<file path="config.mk">
export PLATFORM = sky130hd
export DESIGN_NAME = fb_arbiter
export DESIGN_NICKNAME = d
export VERILOG_FILES = /design/src/rtl/fb_pkg.sv /design/src/rtl/fb_wr_fifo.sv /design/src/rtl/fb_arbiter.sv
export SDC_FILE = /design/constraint.sdc
export NUM_CORES = 1
export LEC_CHECK = 0
export CAP_MARGIN = 10
export CELL_PAD_IN_SITES_DETAIL_PLACEMENT = 1
export CELL_PAD_IN_SITES_GLOBAL_PLACEMENT = 1
export CORE_UTILIZATION = 35
export CTS_BUF_LIST = sky130_fd_sc_hd__clkbuf_4
export DETAILED_ROUTE_END_ITERATION = 7
export MAX_ROUTING_LAYER = met4
export PLACE_DENSITY = 0.68
export SYNTH_ARGS = -nofsm -noshare
export SYNTH_HDL_FRONTEND = slang
export SYNTH_SLANG_ARGS = --single-unit
</file>
<file path="constraint.sdc">
create_clock -name pclk -period 4.2 [get_ports pclk]
set_input_delay 0.63 -clock pclk [delete_from_list [all_inputs] [get_ports pclk]]
set_output_delay 0.63 -clock pclk [all_outputs]
set_load 0.01 [all_outputs]
</file>
<file path="src/rtl/fb_pkg.sv">
// -----------------------------------------------------------------------------
// fb_pkg
// Shared definitions for the frame-buffer arbiter.
// The package holds:
//   - the frame-buffer geometry (FB_W x FB_H pixels, PW bits each);
//   - the RAM address width AW;
//   - the write-request record carried through the write FIFO;
//   - the RGB444 black constant;
//   - xy_to_addr(), which maps a pixel coordinate to its linear RAM address.
// -----------------------------------------------------------------------------
package fb_pkg;

  localparam int FB_W = 320;  // frame-buffer width in pixels
  localparam int FB_H = 240;  // frame-buffer height in pixels
  localparam int AW   = 17;   // RAM address width; FB_W*FB_H <= 2**AW
  localparam int PW   = 12;   // pixel width, RGB444

  localparam int XW   = 9;    // decoder write x width
  localparam int YW   = 8;    // decoder write y width

  localparam logic [PW-1:0] RGB_BLACK = '0;

  // One pending decoder write as stored in the write FIFO.
  typedef struct packed {
    logic [XW-1:0] x;
    logic [YW-1:0] y;
    logic [PW-1:0] data;
  } wr_req_t;

  // Linear address y*FB_W + x. For FB_W=320 the multiply is two shifted adds:
  // 320 = 256 + 64. Both operands are widened to AW bits before the shifts so
  // nothing is truncated. The 9-bit y covers v_addr>>1 directly.
  function automatic logic [AW-1:0] xy_to_addr(input logic [8:0] x,
                                               input logic [8:0] y);
    logic [AW-1:0] w_x;
    logic [AW-1:0] w_y;
    w_x = AW'(x);
    w_y = AW'(y);
    return (w_y << 8) + (w_y << 6) + w_x;
  endfunction

endpackage : fb_pkg

</file>
<file path="src/rtl/fb_wr_fifo.sv">
// -----------------------------------------------------------------------------
// fb_wr_fifo
// Synchronous FIFO of decoder write requests. There is no bypass, so an entry
// pushed on an edge becomes visible at the head only after that edge.
//
// Ports:
//   pclk     in   pixel clock
//   reset    in   asynchronous, active-low reset; empties the FIFO
//   i_push   in   write i_din on this edge (caller guarantees !o_full)
//   i_din    in   request to store
//   i_pop    in   drop the head entry on this edge (caller guarantees !o_empty)
//   o_dout   out  head entry (meaningful only when !o_empty)
//   o_full   out  no free entry
//   o_empty  out  no stored entry
// -----------------------------------------------------------------------------
module fb_wr_fifo
  import fb_pkg::*;
#(
  parameter int DEPTH = 4  // entries, power of two, at least 2
) (
  input  logic    pclk,
  input  logic    reset,
  input  logic    i_push,
  input  wr_req_t i_din,
  input  logic    i_pop,
  output wr_req_t o_dout,
  output logic    o_full,
  output logic    o_empty
);

  localparam int PTR_W = $clog2(DEPTH);

  // Pointers carry one extra wrap bit so full and empty can be told apart
  // when the index bits are equal.
  logic [PTR_W:0] r_wr_ptr;
  logic [PTR_W:0] r_rd_ptr;
  wr_req_t        r_mem [DEPTH];

  always_ff @(posedge pclk or negedge reset) begin
    if (!reset) begin
      r_wr_ptr <= '0;
      r_rd_ptr <= '0;
    end else begin
      // NOTE: sequential state is updated with non-blocking assignments so every
      // always_ff sees the pre-edge values of every other register.
      if (i_push) r_wr_ptr <= r_wr_ptr + 1'b1;
      if (i_pop)  r_rd_ptr <= r_rd_ptr + 1'b1;
    end
  end

  // NOTE: the storage array is deliberately left out of reset; only the
  // pointers define which entries are live, so clearing them empties the FIFO.
  always_ff @(posedge pclk) begin
    if (i_push) r_mem[r_wr_ptr[PTR_W-1:0]] <= i_din;
  end

  assign o_dout  = r_mem[r_rd_ptr[PTR_W-1:0]];
  assign o_empty = (r_wr_ptr == r_rd_ptr);
  assign o_full  = (r_wr_ptr[PTR_W] != r_rd_ptr[PTR_W]) &&
                   (r_wr_ptr[PTR_W-1:0] == r_rd_ptr[PTR_W-1:0]);

endmodule : fb_wr_fifo

</file>
<file path="src/rtl/fb_arbiter.sv">
// -----------------------------------------------------------------------------
// fb_arbiter
// Arbiter for the single-port frame-buffer RAM. It sits between the JPEG
// decoder pixel writer and the 640x480 VGA scan-out. The frame buffer is
// 320x240 (geometry from fb_pkg), and each stored pixel is shown as a 2x2
// block on screen.
//
// Slot choice:
//   - Display slot: valid=1 and h_addr[0]=0. The RAM is read at the scan
//     position, halved in both axes.
//   - Write slot: every other cycle. The FIFO head is written if one exists;
//     otherwise the RAM is idle and ram_addr holds its previous value.
//
// Display path: read at t, data on ram_rdata at t+1, pixel register loaded at
// the end of t+1, vga_data shows the pixel in t+2 and t+3. This is a fixed
// 2-cycle latency.
//
// Ports:
//   pclk       in   25 MHz pixel clock
//   reset      in   asynchronous, active-low reset
//   h_addr     in   scan x 0..639
//   v_addr     in   scan y 0..479
//   valid      in   scan position is visible
//   vga_data   out  pixel to the VGA timing controller; black when not visible
//   wr_valid   in   decoder presents a pixel write
//   wr_ready   out  write FIFO can accept
//   wr_x       in   write x coordinate
//   wr_y       in   write y coordinate
//   wr_data    in   write pixel
//   ram_addr   out  RAM address
//   ram_we     out  RAM write enable
//   ram_wdata  out  RAM write data
//   ram_rdata  in   RAM read data, one cycle after the address
//   drop_err   out  sticky: an out-of-range write was accepted and dropped
// -----------------------------------------------------------------------------
module fb_arbiter
  import fb_pkg::*;
#(
  parameter int FIFO_DEPTH = 4  // write FIFO entries, power of two
) (
  input  logic          pclk,
  input  logic          reset,
  input  logic [9:0]    h_addr,
  input  logic [9:0]    v_addr,
  input  logic          valid,
  output logic [PW-1:0] vga_data,
  input  logic          wr_valid,
  output logic          wr_ready,
  input  logic [XW-1:0] wr_x,
  input  logic [YW-1:0] wr_y,
  input  logic [PW-1:0] wr_data,
  output logic [AW-1:0] ram_addr,
  output logic          ram_we,
  output logic [PW-1:0] ram_wdata,
  input  logic [PW-1:0] ram_rdata,
  output logic          drop_err
);

  // ---------------------------------------------------------------------------
  // Write FIFO and acceptance
  // ---------------------------------------------------------------------------
  wr_req_t w_fifo_din;
  wr_req_t w_fifo_head;
  logic    w_fifo_full;
  logic    w_fifo_empty;
  logic    w_accept;
  logic    w_in_range;
  logic    w_push;
  logic    w_pop;

  // wr_ready depends only on the stored count, so a pop in the same cycle does
  // not open a slot early. Gating with reset forces it low while reset is
  // asserted and lets it rise in the first cycle after release.
  assign wr_ready   = reset & ~w_fifo_full;
  assign w_accept   = wr_valid & wr_ready;
  assign w_in_range = (wr_x < XW'(FB_W)) && (wr_y < YW'(FB_H));
  // Out-of-range writes are still accepted so the decoder never stalls on
  // them. They simply never enter the FIFO.
  assign w_push     = w_accept & w_in_range;

  assign w_fifo_din = '{x: wr_x, y: wr_y, data: wr_data};

  fb_wr_fifo #(
    .DEPTH   (FIFO_DEPTH)
  ) u_wr_fifo (
    .pclk    (pclk),
    .reset   (reset),
    .i_push  (w_push),
    .i_din   (w_fifo_din),
    .i_pop   (w_pop),
    .o_dout  (w_fifo_head),
    .o_full  (w_fifo_full),
    .o_empty (w_fifo_empty)
  );

  // ---------------------------------------------------------------------------
  // Slot decoder and RAM address mux
  // ---------------------------------------------------------------------------
  logic          w_disp_slot;
  logic [AW-1:0] w_disp_addr;
  logic [AW-1:0] w_wr_addr;
  logic [AW-1:0] w_ram_addr;
  logic [AW-1:0] r_ram_addr;
  logic          w_unused;

  // Qualifying with reset keeps ram_addr, ram_we and ram_wdata at their reset
  // values while reset is asserted. The FIFO is also empty then, so no pop
  // can occur.
  assign w_disp_slot = reset & valid & ~h_addr[0];
  assign w_pop       = ~w_disp_slot & ~w_fifo_empty;

  // The 2x2 pixel replication is done by dropping bit 0 of the scan position.
  assign w_disp_addr = xy_to_addr(h_addr[9:1], v_addr[9:1]);
  assign w_wr_addr   = xy_to_addr(w_fifo_head.x, {1'b0, w_fifo_head.y});

  // Bit 0 of the scan row selects the duplicated line and is not needed here.
  assign w_unused    = &{1'b0, v_addr[0]};

  always_comb begin
    // NOTE: every output of this block gets a default first, so no path can
    // leave it unassigned and infer a latch.
    ram_we     = 1'b0;
    ram_wdata  = RGB_BLACK;
    w_ram_addr = r_ram_addr;
    if (w_disp_slot) begin
      w_ram_addr = w_disp_addr;
    end else if (w_pop) begin
      ram_we     = 1'b1;
      ram_wdata  = w_fifo_head.data;
      w_ram_addr = w_wr_addr;
    end
  end

  assign ram_addr = w_ram_addr;

  // ---------------------------------------------------------------------------
  // Display pipeline and sticky error
  // ---------------------------------------------------------------------------
  logic          r_rd_pend;  // a display read was issued last cycle
  logic [1:0]    r_vis;      // valid delayed by one and two cycles
  logic [PW-1:0] r_pix;
  logic          r_drop_err;

  always_ff @(posedge pclk or negedge reset) begin
    if (!reset) begin
      r_ram_addr <= '0;
      r_rd_pend  <= 1'b0;
      r_vis      <= '0;
      r_pix      <= RGB_BLACK;
      r_drop_err <= 1'b0;
    end else begin
      r_ram_addr <= w_ram_addr;
      r_rd_pend  <= w_disp_slot;
      // The delay line tracks valid itself, not only the read slots. The
      // odd-column cycle after a read is therefore still marked visible, and
      // the held pixel is shown for both horizontal copies.
      r_vis      <= {r_vis[0], valid};
      // Load only on returning display reads. The pixel is then held through
      // the following write slot.
      if (r_rd_pend) r_pix <= ram_rdata;
      if (w_accept && !w_in_range) r_drop_err <= 1'b1;
    end
  end

  assign vga_data = r_vis[1] ? r_pix : RGB_BLACK;
  assign drop_err = r_drop_err;

endmodule : fb_arbiter

</file>
==> key figures <==
Routing
  • Via density: about 5.1
  • Drt drc: 0
  • Vias post-DR: about 4.5k
  • Pre-antenna DRT Iters: 5
  • WL per Instance: ~20 um
  • DRT iter0 DRCs: around 190
  • WL final: between 15,000 and 20,000 um
  • Post-route ant nets: 0

Outcome
  • Failing checks: setup timing
  • Status: finished, violations left

Power
  • PD cells: roughly 810 nW/um2
  • Peak VDD IR: slightly above 0.0003 V
  • LEAKAGE: 3.41 nW

Synth
  • Flops & latches, synth: 155
  • Top_reg_cell synth: edfxtp_1
  • Async set-reset flop share out of synthesis: around a quarter
  • Post-synth EDFFs: about 120
  • Post-Syn Area: around 7000 um2
  • Distinct cell type count after synthesis: 50
  • Post-synthesis sequential area ratio: between 60% and 70%
  • Synthesis Warnings: 0
  • Fraction of post-synthesis cell area in the top cell type by area: 49.5%
  • Avg Cell Area, Syn: around 16 um2
  • Area leader, netlist: edfxtp_1
  • Syn Inst Count: about 450
  • Syn_nets: between 500 and 600
  • Synth area leaders: edfxtp_1, dfrtp_1, mux4_2, ha_1, mux2_2

Finish
  • Register Area: ~4500 um2
  • Layout Nets: 709
  • Filler cells: slightly below 2k
  • Most frequent cells in the layout: edfxtp_1, clkdlybuf4s50_1, dfrtp_1
  • Area of the multi-input gates: about 2700 um2
  • Share of layout cells above drive strength 1: 26.6%
  • Area grow syn2layout: 31.0%
  • Commonest non-fill, non-tap cell in the layout: edfxtp_1

Die
  • Floorplan core area: slightly below 20,000 um2
  • Ports: ~110
  • Initial Utilization: around 36%
  • Die Height: 144 um
  • Die area: between 20,000 and 25,000 um2
  • Chip width: approximately 140 um
  • Placement Rows: 51

Worst setup path
  • Crit path capture type: output port
  • Nature of the critical path startpoint: register
  • Worst Path Required: 3.57 ns
  • R2R depth: 15
  • Critical path class: register to output port
  • Worst-path fanout max: 7
  • Arrival @ worst endpoint: ~3.7 ns

Timing
  • RSZ-0062 raised after global routing: true
  • Final Skew: ~0.023 ns
  • Slew of the pin with the lowest slew margin: between 0.6 and 0.7 ns
  • Post-route setup slack: -0.0867 ns
  • Setup violations, final: 3
  • Fin. max-slew vios: 0
  • Hold slack final: 0.142 ns
  • Final Hold Viols: 0
  • Minimum clock period: around 4.3 ns
  • Worst slew margin: a little under three fifths
  • Fmax achieved: about 230 MHz
  • Tcrit/Tclk final: 102%
  • Setup_tns: -0.209 ns

Clock network
  • CTS Buf Count: 17
  • Clock sinks: between 150 and 200
  • CTS tree: done
  • H-tree depth: 4
  • Clock Tree Root: clkbuf_4
  • CTS Buffer Depth: 2
  • Worst-path clk slew: between 0.1 and 0.15 ns
  • Skew-Pair Late Insertion Delay: 0.55 ns
  • Cts hold-fix bufs: 0

Placement
  • I/O Buffers: between 100 and 150
  • DP Wirelength: between 10,000 and 15,000 um
  • Routability cong.: slightly below 0.8

GRT
  • GRT Resource Usage Total: between 10% and 20%
  • First-pass GRT wire length: ~27,000 um
  • Gr ovfl total: 0
  • Pin count of the biggest net entering global routing: 42
  • Vias in the first global route: between 4k and 5k
  • Initial antenna violation count: 1

Worst hold path
  • Hold Crit Class: input pin to async pin

Job
  • Max-cap check violation count: 0
[cells by family after synthesis]
kind of cell               synth area share [%]
and+or+nand+nor                            7.28
AOI/OAI and AO/OA                          6.00
DFF                                        63.4
muxes                                      11.8
xor gates and xnor gates                   1.87
buffers and inverters                      1.89
adders and majority gates                  7.72
[synthesized netlist by cell type, types with 2 or more instances]
cell	n
a31oi_1	9
nor2b_1	2
nor3_1	5
nand4_1	2
o21ai_0	14
and3_1	13
mux2i_1	2
nand2_1	28
ha_1	37
o211ai_1	4
a21oi_1	12
nor2_1	19
a21o_1	5
mux2_2	13
inv_1	13
buf_2	7
a22oi_1	2
fa_1	4
o2111ai_1	2
xor2_1	7
buf_1	2
nand2b_1	2
mux4_2	29
o22ai_1	2
xnor2_1	8
and2_1	17
nand3_1	3
dfrtp_1	39
a211oi_1	7
edfxtp_1	116
clkbuf_1	9
[report_power, final]
group          leakage [nW]  internal, W  total [W]  switching [W]
combinational          1.74      0.00225    0.00444        0.00218
sequential             1.50      0.00189    0.00200       0.000103
clock                 0.167     0.000432   0.000984       0.000551
[worst max-delay path: stages (launching register included)]
cell,delay [ns]
dfrtp_2,0.44
buf_12,0.14
buf_4,0.13
mux4_2,0.45
ha_4,0.24
ha_4,0.16
fa_2,0.40
a211oi_2,0.26
buf_4,0.15
o211ai_1,0.11
a211o_1,0.29
o21ai_2,0.07
o22ai_2,0.09
buf_2,0.17
[stage by stage]
stage	cell area (um2)	total power [W]	utilization [%]	setup slack [ns]	cells
3_3_place_gp	8580	0.00570	43.8	-0.0853	836
3_5_place_dp	8580	0.00578	43.8	-0.0720	836
6_report	9210	0.00741	47.0	-0.0867	882
2_1_floorplan	7030	0.00406	-	0.0622	453
5_1_grt	9210	0.00792	47.0	-0.266	882
4_1_cts	9090	0.00711	46.4	-0.102	877
[routing by layer]
metal | up-vias | GRT usage, % | part of all wire [%]
met3 | 11 | 4.23 | 5.0
met1 | 2312 | 22.3 | 44
li1 | 2048 | - | -
met2 | 115 | 29.6 | 50
met5 | - | - | 0
met4 | 0 | 5.43 | 1.1
[layout make-up]
cell class	count	area share [%]
clock inverter	13	1.81
clock buffer	19	1.55
antenna	1	0.0272
multi-input combinational	266	28.9
tap	265	3.60
inverter	13	0.530
timing repair buffer	150	15.2
sequential	155	48.4
[state kept, by name (all words and copies together), names as in the netlist]
| name | count |
|---|---|
| r_vis | 2 |
| r_pix | 12 |
| drop_err | 1 |
| r_rd_pend | 1 |
| u_wr_fifo.r_mem | 116 |
| u_wr_fifo.r_wr_ptr | 3 |
| r_ram_addr | 17 |
| u_wr_fifo.r_rd_ptr | 3 |
[path summary, 6_finish.rpt]
kind / slack [ns] / endpoint / start
hold reg to reg: 0.37 / r_vis[1] / r_vis[0]
min in group pclk: 0.37 / r_vis[1] / r_vis[0]
max in group asynchronous: 3.65 / u_wr_fifo.r_rd_ptr[0] / reset
hold / removal: 0.14 / r_pix[5] / reset
setup / recovery: -0.09 / ram_addr[15] / u_wr_fifo.r_rd_ptr[0]
setup reg to reg: 0.91 / r_ram_addr[11] / u_wr_fifo.r_rd_ptr[0]
[timing repair]
action | CTS | global route
pin swaps | 16 | 11
resized for setup | 57 | 27
setup buffers | 9 | 4
endpoints found under the setup margin | 30 | 28
gates cloned | 0 | 0
Power figures use the tool's default switching activity.
